`src/rtl/ff_bank_arbiter.sv`:
```
// ---------------------------------------------------------------------------
// ff_bank_arbiter
//
// Sole writer of a WIDTH-bit flip-flop bank shared by NUM_REQ requesters.
// Requesters are served round-robin; each grant applies exactly one
// operation (load, toggle under mask, set under mask, clear under mask)
// and finishes with a one-cycle done pulse while the grant is still held.
//
// Ports
//   clk_i     : clock, rising-edge active
//   rst_ni    : asynchronous active-low reset, clears all state
//   req_i     : per-requester request level, held until its done
//   op_i      : per-requester opcode, requester i at [2i+1:2i]
//               00 load, 01 toggle, 10 set, 11 clear
//   data_i    : per-requester operand, requester i at [WIDTH*i +: WIDTH]
//   grant_o   : one-hot owner of the current operation, zero when idle
//   done_o    : one-cycle pulse, operation applied
//   busy_o    : high whenever an operation is in progress
//   bank_q_o  : current bank contents
//
// All outputs come straight from flops; nothing combinational reaches them
// from req_i, op_i or data_i.
// ---------------------------------------------------------------------------
module ff_bank_arbiter #(
    parameter int NUM_REQ = 4,
    parameter int WIDTH   = 8
) (
    input  logic                     clk_i,
    input  logic                     rst_ni,
    input  logic [NUM_REQ-1:0]       req_i,
    input  logic [2*NUM_REQ-1:0]     op_i,
    input  logic [WIDTH*NUM_REQ-1:0] data_i,
    output logic [NUM_REQ-1:0]       grant_o,
    output logic                     done_o,
    output logic                     busy_o,
    output logic [WIDTH-1:0]         bank_q_o
);

    localparam int IDX_W = (NUM_REQ > 1) ? $clog2(NUM_REQ) : 1;

    typedef enum logic [1:0] {
        IDLE = 2'b00,
        EXEC = 2'b01,
        ACK  = 2'b10
    } state_e;

    localparam logic [1:0] OP_LOAD   = 2'b00;
    localparam logic [1:0] OP_TOGGLE = 2'b01;
    localparam logic [1:0] OP_SET    = 2'b10;
    localparam logic [1:0] OP_CLEAR  = 2'b11;

    state_e               state_q, state_d;
    logic [NUM_REQ-1:0]   grant_q, grant_d;
    logic                 done_q,  done_d;
    logic                 busy_q,  busy_d;
    logic [WIDTH-1:0]     bank_q,  bank_d;
    logic [IDX_W-1:0]     last_q,  last_d;
    logic [IDX_W-1:0]     owner_q, owner_d;
    logic [1:0]           op_q,    op_d;
    logic [WIDTH-1:0]     data_q,  data_d;

    logic                 win_found_s;
    logic [IDX_W-1:0]     win_idx_s;

    // Round-robin pick: first set request scanning upward from last+1, wrapping.
    always_comb begin : p_arb
        int               cand;
        logic [IDX_W-1:0] cand_idx;
        win_found_s = 1'b0;
        win_idx_s   = '0;
        cand        = 0;
        cand_idx    = '0;
        for (int i = 1; i <= NUM_REQ; i++) begin
            cand     = (int'(last_q) + i) % NUM_REQ;
            cand_idx = IDX_W'(cand);
            if (!win_found_s && req_i[cand_idx]) begin
                win_found_s = 1'b1;
                win_idx_s   = cand_idx;
            end else begin
                win_idx_s   = win_idx_s;
            end
        end
    end

    // Next-state and output computation for the IDLE/EXEC/ACK sequence.
    always_comb begin
        state_d = state_q;
        grant_d = grant_q;
        done_d  = 1'b0;
        bank_d  = bank_q;
        last_d  = last_q;
        owner_d = owner_q;
        op_d    = op_q;
        data_d  = data_q;

        case (state_q)
            IDLE: begin
                if (win_found_s) begin
                    // Operands are captured here; later input changes are ignored.
                    state_d = EXEC;
                    owner_d = win_idx_s;
                    grant_d = {{(NUM_REQ-1){1'b0}}, 1'b1} << win_idx_s;
                    op_d    = op_i[2*win_idx_s +: 2];
                    data_d  = data_i[WIDTH*win_idx_s +: WIDTH];
                end else begin
                    state_d = IDLE;
                    grant_d = '0;
                end
            end
            EXEC: begin
                case (op_q)
                    OP_LOAD:   bank_d = data_q;
                    OP_TOGGLE: bank_d = bank_q ^ data_q;
                    OP_SET:    bank_d = bank_q | data_q;
                    OP_CLEAR:  bank_d = bank_q & ~data_q;
                    default:   bank_d = bank_q;
                endcase
                done_d  = 1'b1;
                state_d = ACK;
            end
            ACK: begin
                // Owner becomes the lowest priority for the next arbitration.
                last_d  = owner_q;
                grant_d = '0;
                state_d = IDLE;
            end
            default: begin
                state_d = IDLE;
                grant_d = '0;
            end
        endcase

        busy_d = (state_d != IDLE);
    end

    // State and datapath registers; reset leaves requester 0 with first priority.
    always_ff @(posedge clk_i or negedge rst_ni) begin
        if (!rst_ni) begin
            state_q <= IDLE;
            grant_q <= '0;
            done_q  <= 1'b0;
            busy_q  <= 1'b0;
            bank_q  <= '0;
            last_q  <= IDX_W'(NUM_REQ - 1);
            owner_q <= '0;
            op_q    <= 2'b00;
            data_q  <= '0;
        end else begin
            state_q <= state_d;
            grant_q <= grant_d;
            done_q  <= done_d;
            busy_q  <= busy_d;
            bank_q  <= bank_d;
            last_q  <= last_d;
            owner_q <= owner_d;
            op_q    <= op_d;
            data_q  <= data_d;
        end
    end

    assign grant_o  = grant_q;
    assign done_o   = done_q;
    assign busy_o   = busy_q;
    assign bank_q_o = bank_q;

endmodule

```
`config.mk`:
```
export PLATFORM = sky130hd
export DESIGN_NAME = ff_bank_arbiter
export DESIGN_NICKNAME = d
export VERILOG_FILES = /design/src/rtl/ff_bank_arbiter.sv
export SDC_FILE = /design/constraint.sdc
export NUM_CORES = 1
export LEC_CHECK = 0
export CAP_MARGIN = 15
export CELL_PAD_IN_SITES_DETAIL_PLACEMENT = 0
export CELL_PAD_IN_SITES_GLOBAL_PLACEMENT = 1
export CORE_ASPECT_RATIO = 0.9
export CORE_UTILIZATION = 39
export DETAILED_ROUTE_END_ITERATION = 6
export PLACE_DENSITY_LB_ADDON = 0.1
export SETUP_SLACK_MARGIN = 0.1
export SLEW_MARGIN = 20
export SYNTH_ARGS = -nofsm -noshare
export SYNTH_HDL_FRONTEND = slang
export SYNTH_SLANG_ARGS = --single-unit
```
`constraint.sdc`:
```
create_clock -name clk_i -period 4 [get_ports clk_i]
set_input_delay 1.2 -clock clk_i [delete_from_list [all_inputs] [get_ports clk_i]]
set_output_delay 1.2 -clock clk_i [all_outputs]
set_load 0.005 [all_outputs]
```
# After elaboration in Yosys (flattened, before gate mapping)
# Index checks and enable logic that the tools add are counted.
totals:
  register_bits: 30
  in_bits: 46
  out_inout_bits: 14
  wordCells: 61
classes:
  add_sub_neg: 4
  n_lt_le_gt_ge: 4
  n_eq_ne: 5
  shift: 3
  mux: 22
  bitwise_logic: 4
  reduce_logical: 10
ops:
  columns: ["cell", "n"]
  rows:
  - ["$pmux W8 S4", 1]
  - ["$shiftx A32 B6 Y8", 1]
  - ["$lt A2 B3 Y1 const B", 4]
  - ["$mux W1", 10]
  - ["$and A8 B8 Y8", 1]
  - ["$bmux W1 S2", 4]
  - ["$mux W2", 4]
  - ["$not A8 Y8", 1]
  - ["$or A8 B8 Y8", 1]
  - ["$pmux W4 S2", 1]
  - ["$shiftx A8 B4 Y2", 1]
  - ["$xor A8 B8 Y8", 1]
  - ["$eq A2 B2 Y1 const B", 3]
  - ["$add A2 B1 Y2 const B", 2]
  - ["$add A2 B2 Y2 const B", 2]
  - ["$eq A2 B1 Y1 const B", 2]
  - ["$logic_not A2 Y1", 2]
  - ["$mux W4", 1]
  - ["$pmux W2 S2", 1]
  - ["$shl A1 B2 Y4 const A", 1]
  - ["$logic_and A1 B1 Y1", 3]
  - ["$logic_not A1 Y1", 3]
  - ["$reduce_and A2 Y1", 1]
  - ["$reduce_bool A2 Y1", 1]

# Longest topological paths before layout
# Gate-level depths: netlist of the first run.
logic_depth:
  depth_word: 16
  mapped_depth: 7
  ltp_nobuf: 6

# Worst setup path before layout of the first run
# No wires, ideal clock.
synth_timing:
  path_type: "input to register"
  startpoint: "in req_i[2]"
  endpoint: "reg op_q[0]"
  setup_ns: 0.132
  t_arrival_ns: 2.228
  required_ns: 3.868
  setup_slack_ns: 1.640
  stages: 7
  path_buffers: 2
  path_cell_list: "nand2b_1 -> a21o_1 -> and3_1 -> buf_6 -> buf_6 -> a211oi_1 -> a211oi_1"
synth_between:
  elab_chain_cells: 13
  word_cells_on_any_way: 24
  classes_between: "1 x shift; 16 x mux; 7 x reduce/logical"
synth_rtl:
  columns: ["element", "line", "text"]
  rows:
  - ["from (decl)", "30", "input logic [NUM_REQ-1:0] req_i,"]
  - ["$bmux W1 S2", "76", "if (!win_found_s && req_i[cand_idx]) begin"]
  - ["$mux W1 (not written as such)", "76", null]
  - ["$mux W1", "76", null]
  - ["$logic_not A1 Y1", "76", null]
  - ["$logic_and A1 B1 Y1", "76", null]
  - ["$mux W1", "76", null]
  - ["$logic_not A1 Y1", "76", null]
  - ["$logic_and A1 B1 Y1", "76", null]
  - ["$mux W1", "76", null]
  - ["$logic_not A1 Y1", "76", null]
  - ["$logic_and A1 B1 Y1", "76", null]
  - ["$mux W2 or $mux W1 (tied branches)", "76", null]
  - ["$shiftx A8 B4 Y2 or $reduce_and A2 Y1 (tied branches)", null, null]
  - ["to (signal assigned)", "156", "op_q <= op_d;"]
  - ["to (decl)", "59", "logic [1:0] op_q, op_d;"]
# Parallel ways exist; a longest one is shown, timed or not. The select of a mux whose other input is x is not followed.
# A chain may end at the register's enable or synchronous reset.

# Final worst setup path of the first run
layout_timing:
  startpoint: "in req_i[3]"
  endpoint: "reg op_q[0]"
# The elaborated chain is that of the path after synthesis.

==> reports/metrics.cfg, run 1 <==
[synth]
synth.distinct_cells=33
syn_inst=198
synth-seq-cells=29
ys_warn_count=0
netlist_area_sq_um=2040
synth.avg_cell_area_sq_um=10.3
ys_seq_area_frac=0.357
synthesis.nets=260

[timing]
report.final.hold_viol_count=0
rsz0062_at_grt=false
tns_ps=0
maxSlewHeadroom=0.513
finalSetupViolCount=0
final_max_slew_viol_count=0
fmax_mhz=337
final.period_utilization=0.743
fin_skew_ps=9.82
worst_slew_pin_slew_ps=729
worst_hold_slack_ps=476
period_minus_slack_ps=2970

[power]
switchingPower_uw=759
p_sw_frac=0.382
max-vdd-ir-drop_mv=0.366
power_density_nw_per_um2=711
comb_power_share=0.535
p_seq_frac=0.302
leakage_uw=0.00124
pwr-share-clk=0.162
intPower_uw=1230

[clocking]
numCtsBuffers=5
clockBufferDepth=2
cts.reportedPaths.clkPinSlew_ps=70
clk_latency_ps=290
clock-root-buffer=clkbuf_8
cts_setup_buffers=0
post_cts_resized=0
cts_tree=built
h-tree-depth=2
cts_hold_buffers=0
cts_sinks=29

[critical_path]
crit_top_cell=a211oi_1
critPathLaunchType=primary input
worst_path_largest_cell_delay_ps=540
cp_max_fo=16
reg2reg_slack_ps=1910
worstSetupPathType=primary input to flip-flop
r2r_cells=6
endpoint=op_q[0]
startpoint=req_i[3]
reg2reg_from=last_q[0]
cp.arrival_ps=3100
worstPathCellList=clkdlybuf4s50_1, nor4_1, nor3_2, buf_4, nand2_1, a211oi_1, a211oi_1
r2r_end=data_q[6]
required_ps=4130
crit_slowest_cell=clkdlybuf4s50_1
endpoint_kind=flip-flop

[place]
io_buffers=59
place.gp.congestion=0.777
dp_hpwl_mm=3.48
place_area_sq_um=2670

[die]
die_h_um=70.6
num_io_pins=60
num_rows=24
die_area_sq_um=5520
core_area_sq_um=4920
initial_core_util=0.414
die-width_um=78.2

[route]
vias_per_cell=5.07
drc=0
first_pass_iters=4
drt-total-wl_mm=4.80
drtAntennaViolNets=0
post_drt_wl_per_cell_um=14.9
drt_iter0_drc=55
vias=1636

[cells_and_area]
fillers=461
final_util=0.567
final_cell_mix=clkdlybuf4s50_1 (59), inv_1 (34), dfrtp_1 (27)
syn_to_final_growth_pct=36.9
nets=319
diodes=0
drive_above_1_share=0.182
layout_commonest_cell=clkdlybuf4s50_1
design_area_sq_um=2790

[status]
outcome=complete, no violations

[global_routing]
antenna_found_initial=0
grt_pass1_vias=1624
grt_max_degree=30
gr-total-overflow=0
grt_util_all_layers=0.189
grt_pass1_wl_mm=7.96

[flow_run]
maxCapViolCount=0

[min_path]
min_path_type=flip-flop to flip-flop

per-layer routing:
metal,wire length [um],GRT usage,vias to the layer above
met5,0,0,-
met4,74,0.0679,0
met3,245,0.0361,7
met2,2160,0.295,47
met1,2320,0.262,782
li1,-,-,800
through the flow:
stage	setup WS, ps	instances	total power [uW]
2_1_floorplan	1640	198	1330
3_3_place_gp	511	315	1660
3_5_place_dp	422	315	1680
4_1_cts	726	323	2010
5_1_grt	855	323	2150
6_report	1030	323	1990
Yosys cell counts, drive strengths merged:
master,instances,area share
a211oi,20,0.12
a21bo,1,0.0049
a21o,2,0.0074
a21oi,1,0.0025
a22o,1,0.0043
a311o,1,0.0049
a31oi,10,0.031
a32o,1,0.0049
and3,1,0.0031
buf,6,0.028
clkbuf,7,0.013
dfrtp,27,0.33
dfstp,2,0.026
ha,16,0.098
inv,35,0.064
mux2,2,0.011
mux2i,10,0.049
mux4,8,0.088
nand2,11,0.020
nand2b,4,0.012
nor2,14,0.026
nor2b,2,0.0061
nor3,1,0.0049
nor3b,1,0.0037
nor4,1,0.0031
o21ai,10,0.025
o31ai,1,0.0037
or2,2,0.0061
sequential cells by signal, summed over array words and instances (netlist names):
| signal | flops |
|---|---|
| bank_q_o | 8 |
| done_o | 1 |
| busy_o | 1 |
| owner_q | 2 |
| data_q | 8 |
| state_q | 1 |
| last_q | 2 |
| op_q | 2 |
| grant_o | 4 |
critical path, delay by kind of cell:
kind,cells,cell delay (ps)
AOI/OAI and AO/OA,2,460
buffers and inverters,2,800
and+or+nand+nor,3,640
cells by family (layout without fill, tap and decap cells):
family,after synthesis,after routing,share of synthesized area
AOI/OAI and AO/OA,48,48,0.206
adders and majority gates,16,16,0.0982
buffers and inverters,48,108,0.106
DFF,29,29,0.357
muxes,20,20,0.148
and+or+nand+nor,37,37,0.0853
worst min-delay path by stage:
stage	start	to	slack, ps	cells past startpoint
2_1_floorplan	owner_q[1]	owner_q[1]	440	1
3_5_place_dp	owner_q[1]	owner_q[1]	460	1
3_3_place_gp	owner_q[1]	owner_q[1]	460	1
6_report	owner_q[1]	owner_q[1]	480	1
5_1_grt	owner_q[1]	owner_q[1]	510	1
4_1_cts	owner_q[1]	owner_q[1]	480	1
power groups by stage:
stage          combinational (uW)  clock, uW  sequential (uW)
6_report                     1060        323              600
4_1_cts                      1080        328              604
5_1_grt                      1180        340              629
3_3_place_gp                 1050          0              608
3_5_place_dp                 1070          0              605
2_1_floorplan                 788          0              543
layout make-up:
type / instances / area [sq um] / share of cell area
Multi-Input combinational cell: 121 / 1100 / 0.394
Sequential cell: 29 / 728 / 0.261
Timing Repair Buffer: 65 / 636 / 0.228
Inverter: 35 / 131 / 0.0471
Clock buffer: 7 / 86.3 / 0.0309
Tap cell: 65 / 81.3 / 0.0291
Clock inverter: 1 / 30.0 / 0.0108
Note: power is estimated with default switching activity, not from simulation.
==> inputs of run 2 (changes only) <==
- CORE_UTILIZATION: 39 -> 33
- clock period: 4 -> 2.62 ns (I/O delays scaled with it)
==> run 2 against run 1 <==
Compared with the run above:
- largest cell class unchanged
- sequential share of layout area decreased by 0.49 points
- sequential cell count unchanged
- the run now ends with design-rule violations left
- clock-buffer cell count did not move
- highest routed layer unchanged
==> reports/metrics.cfg, run 2 (synthesized netlist as in run 1, its figures left out) <==
[timing]
rsz0062_at_grt=false
worst_slew_pin_slew_ps=551
final.period_utilization=0.850
final_max_slew_viol_count=0
fmax_mhz=449
fin_skew_ps=8.58
maxSlewHeadroom=0.633
finalSetupViolCount=0
report.final.hold_viol_count=0
tns_ps=0
period_minus_slack_ps=2230

[status]
violations=design-rule violations
outcome=complete, but fails checks

[route]
drc=5
vias=1625
vias_per_cell=4.85
drt-total-wl_mm=5.04
post_drt_wl_per_cell_um=15.0
first_pass_iters=7
drtAntennaViolNets=0
drt_iter0_drc=67

[global_routing]
grt_util_all_layers=0.171
grt_pass1_vias=1635
gr-total-overflow=0
grt_pass1_wl_mm=8.40
grt_max_degree=30
antenna_found_initial=0

[place]
place.gp.congestion=0.768
numPlacedInstances=327
io_buffers=59
dp_hpwl_mm=3.76

[cells_and_area]
layout.cells.non_filler=335
syn_to_final_growth_pct=39.5
diodes=0
drive_above_1_share=0.204
nets=326
layout_commonest_cell=clkdlybuf4s50_1
seqCellArea_sq_um=728
final_cell_mix=clkdlybuf4s50_1 (59), inv_1 (34), dfrtp_1 (27)
fillers=573
multi_input_area_sq_um=1100

[clocking]
cts.reportedPaths.clkPinSlew_ps=70
clock-root-buffer=clkbuf_8
clockBufferDepth=2
post_cts_resized=0
h-tree-depth=2
cts_tree=built
cts_sinks=29
clk_latency_ps=290
numCtsBuffers=5
cts_setup_buffers=0
cts_hold_buffers=0

[critical_path]
critPathLaunchType=primary input
worstSetupPathType=primary input to flip-flop
cp.arrival_ps=2400
required_ps=2790
cp_max_fo=6
endpoint_kind=flip-flop

[die]
die-width_um=84.9
num_rows=26
die_h_um=76.6
num_io_pins=60
die_area_sq_um=6500
core_area_sq_um=5820
initial_core_util=0.350

[power]
power_density_nw_per_um2=1070
leakage_uw=0.00127
total_power_uw=3050
max-vdd-ir-drop_mv=0.486

[min_path]
min_path_type=flip-flop to flip-flop

[flow_run]
maxCapViolCount=0

run 2: per-stage QoR:
step	util	hold WS (ps)	worst slack (ps)	instance area [sq um]
floorplan	-	444	674	2040
global placement	0.471	486	80.4	2740
detailed placement	0.471	477	117	2740
CTS	0.489	496	421	2850
global route	0.489	520	278	2850
finish	0.489	484	394	2850
run 2: critical path, stage by stage:
cell,delay (ps)
clkdlybuf4s50_1,540
nor3b_1,250
a311o_1,240
nand2_1,100
buf_4,190
a211oi_2,230
a211oi_2,70
run 2: final timing paths:
kind | startpoint | endpoint | slack [ps] | cells after the start
max in group asynchronous | rst_ni | last_q[1] | 1380 | 2
min in group asynchronous | rst_ni | bank_q_o[2] | 890 | 2
worst max-delay path | req_i[1] | data_q[3] | 390 | 7
worst min-delay path | grant_o[1] | grant_o[1] | 480 | 2
worst max register to register | last_q[0] | data_q[2] | 900 | 6
worst min register to register | grant_o[1] | grant_o[1] | 480 | 2
run 2: power breakdown:
part           internal [uW]  switching, uW
Combinational            950            767
Sequential               690            227
Clock                    237            180
run 2: layout make-up:
| class | instances | area share |
|---|---|---|
| multi-input cells | 121 | 0.385 |
| flip-flops and latches | 29 | 0.256 |
| repair buffers | 72 | 0.246 |
| inverters | 35 | 0.0462 |
| clock buffers | 7 | 0.0339 |
| well taps | 70 | 0.0308 |
| clock inverters | 1 | 0.00176 |
run 2: layer usage:
metal  GRT usage  wire, um  up-vias
met3      0.0401       228        8
li1            -         -      820
met2       0.263      2280       39
met4      0.0559        65        0
met5           0         0        -
met1       0.237      2470      758
==> inputs of run 3 (changes only) <==
- CORE_UTILIZATION: 33 -> 36
- clock period: 2.62 -> 2.1 ns (I/O delays scaled with it)
==> run 3 against run 2 <==
Compared with the run above:
- the flow now finishes without violations
- global-route usage rose by 1.6 points
- combinational power rose by 37%
- cell count rose by 0.90%
- clock skew fell by 1.8 ps
- first-iteration DRC count fell by 43%
- register-to-register slack got worse by 480 ps
- clock-buffer cell count did not move
==> reports/metrics.cfg, run 3 (synthesized netlist as in run 1, its figures left out) <==
[status]
outcome=complete, no violations

[timing]
report.final.hold_viol_count=0
fmax_mhz=539
final.period_utilization=0.883
finalSetupViolCount=0
maxSlewHeadroom=0.716
setup_ws_ps=246
period_minus_slack_ps=1850
worst_slew_pin_slew_ps=426
fin_skew_ps=6.78
rsz0062_at_grt=false
final_max_slew_viol_count=0

[die]
core_area_sq_um=5350
num_rows=25
die-width_um=81.3
die_h_um=73.4
die_area_sq_um=5970
initial_core_util=0.381
num_io_pins=60

[route]
first_pass_iters=4
post_drt_wl_per_cell_um=14.5
drtAntennaViolNets=0
drc=0
vias=1672
vias_per_cell=4.95
drt_iter0_drc=38
drt-total-wl_mm=4.90

[critical_path]
required_ps=2260
worstSetupPathType=primary input to flip-flop
cp.arrival_ps=2020
crit_slowest_cell=dlygate4sd2_1
worstPathCellList=dlygate4sd2_1, o21ai_0, and3_4, buf_12, mux2i_2, a211oi_2
worst_path_largest_cell_delay_ps=290
path_buf_inv=2
cp_max_fo=16
endpoint_kind=flip-flop
critPathLaunchType=primary input
critPathTopFamily=buffers and inverters

[power]
switchingPower_uw=1480
p_sw_frac=0.377
leakage_uw=0.00132
max-vdd-ir-drop_mv=0.699
intPower_uw=2450
pwr-share-clk=0.118
power_density_nw_per_um2=1340
comb_power_share=0.598
total_power_uw=3930
p_seq_frac=0.284

[min_path]
min_path_type=flip-flop to flip-flop

[place]
numPlacedInstances=328
io_buffers=59
place.gp.congestion=0.777
dp_hpwl_mm=3.62
dpl_worst_slack_ps=-324

[cells_and_area]
final_util=0.549
drive_above_1_share=0.247
nets=333
diodes=0
syn_to_final_growth_pct=44.1
fillers=481
layout.cells.non_filler=338
final_cell_mix=clkdlybuf4s50_1 (55), inv_1 (34), dfrtp_1 (27)
layout_commonest_cell=clkdlybuf4s50_1

[clocking]
clk_latency_ps=280
clockBufferDepth=2
cts.reportedPaths.clkPinSlew_ps=60
numCtsBuffers=5
cts_sinks=29
clock-root-buffer=clkbuf_8
h-tree-depth=2
cts_hold_buffers=0
cts_tree=built

[global_routing]
grt_pass1_wl_mm=8.17
gr-total-overflow=0
grt_max_degree=30
grt_pass1_vias=1712
grt_util_all_layers=0.187
antenna_found_initial=0

[flow_run]
maxCapViolCount=0

==> run 3: layout make-up <==
cell class	instances	area [sq um]	share of cell area
well taps	67	83.8	0.0285
flip-flops and latches	29	728	0.248
multi-input cells	121	1140	0.387
repair buffers	79	772	0.263
inverters	35	131	0.0447
clock buffers	7	86.3	0.0294
==> run 3: timing repair <==
| item | in CTS | in global routing |
|---|---|---|
| pin swaps | 2 | 4 |
| hold endpoints to repair | 0 | 0 |
| setup buffers | 2 | 1 |
| gates resized for setup | 8 | 6 |
| setup endpoints to repair | 11 | 16 |
==> run 3: path summary, 6_finish.rpt <==
| check | start | to | slack (ps) | cells after the start |
|---|---|---|---|---|
| setup / recovery | req_i[1] | data_q[3] | 250 | 6 |
| hold / removal | owner_q[1] | owner_q[1] | 490 | 1 |
| setup reg to reg | last_q[0] | data_q[3] | 420 | 6 |
| hold reg to reg | owner_q[1] | owner_q[1] | 490 | 1 |
| max in group asynchronous | rst_ni | last_q[1] | 1030 | 2 |
| min in group asynchronous | rst_ni | bank_q_o[6] | 740 | 2 |
==> run 3: routing by layer <==
| metal | up-vias | wire [um] | track usage |
|---|---|---|---|
| met5 | - | 0 | 0 |
| met3 | 7 | 247 | 0.0410 |
| met4 | 0 | 62 | 0.0595 |
| met2 | 42 | 2330 | 0.302 |
| li1 | 827 | - | - |
| met1 | 796 | 2260 | 0.249 |
==> run 3: worst reg2reg max path: stages (launching register included) <==
cell and delay (ps):
dfstp_2 550, nand2b_1 140, a21bo_1 140, and3_4 210, buf_12 170, mux2i_2 270, a211oi_2 100
==> run 3: power by group through the flow <==
stage               clock network (uW)  logic (uW)  registers (uW)
floorplan                            0        1500            1030
global placement                     0        2230            1130
detailed placement                   0        2270            1130
CTS                                478        2350            1120
global route                       501        2640            1160
finish                             464        2350            1110
==> run 3: through the flow <==
stage               area, sq um  hold WS [ps]  setup TNS [ps]
finish                     2940           492               0
global route               2940           527               0
CTS                        2900           496               0
detailed placement         2780           481           -3840
global placement           2780           469           -3540
floorplan                  2040           334               0
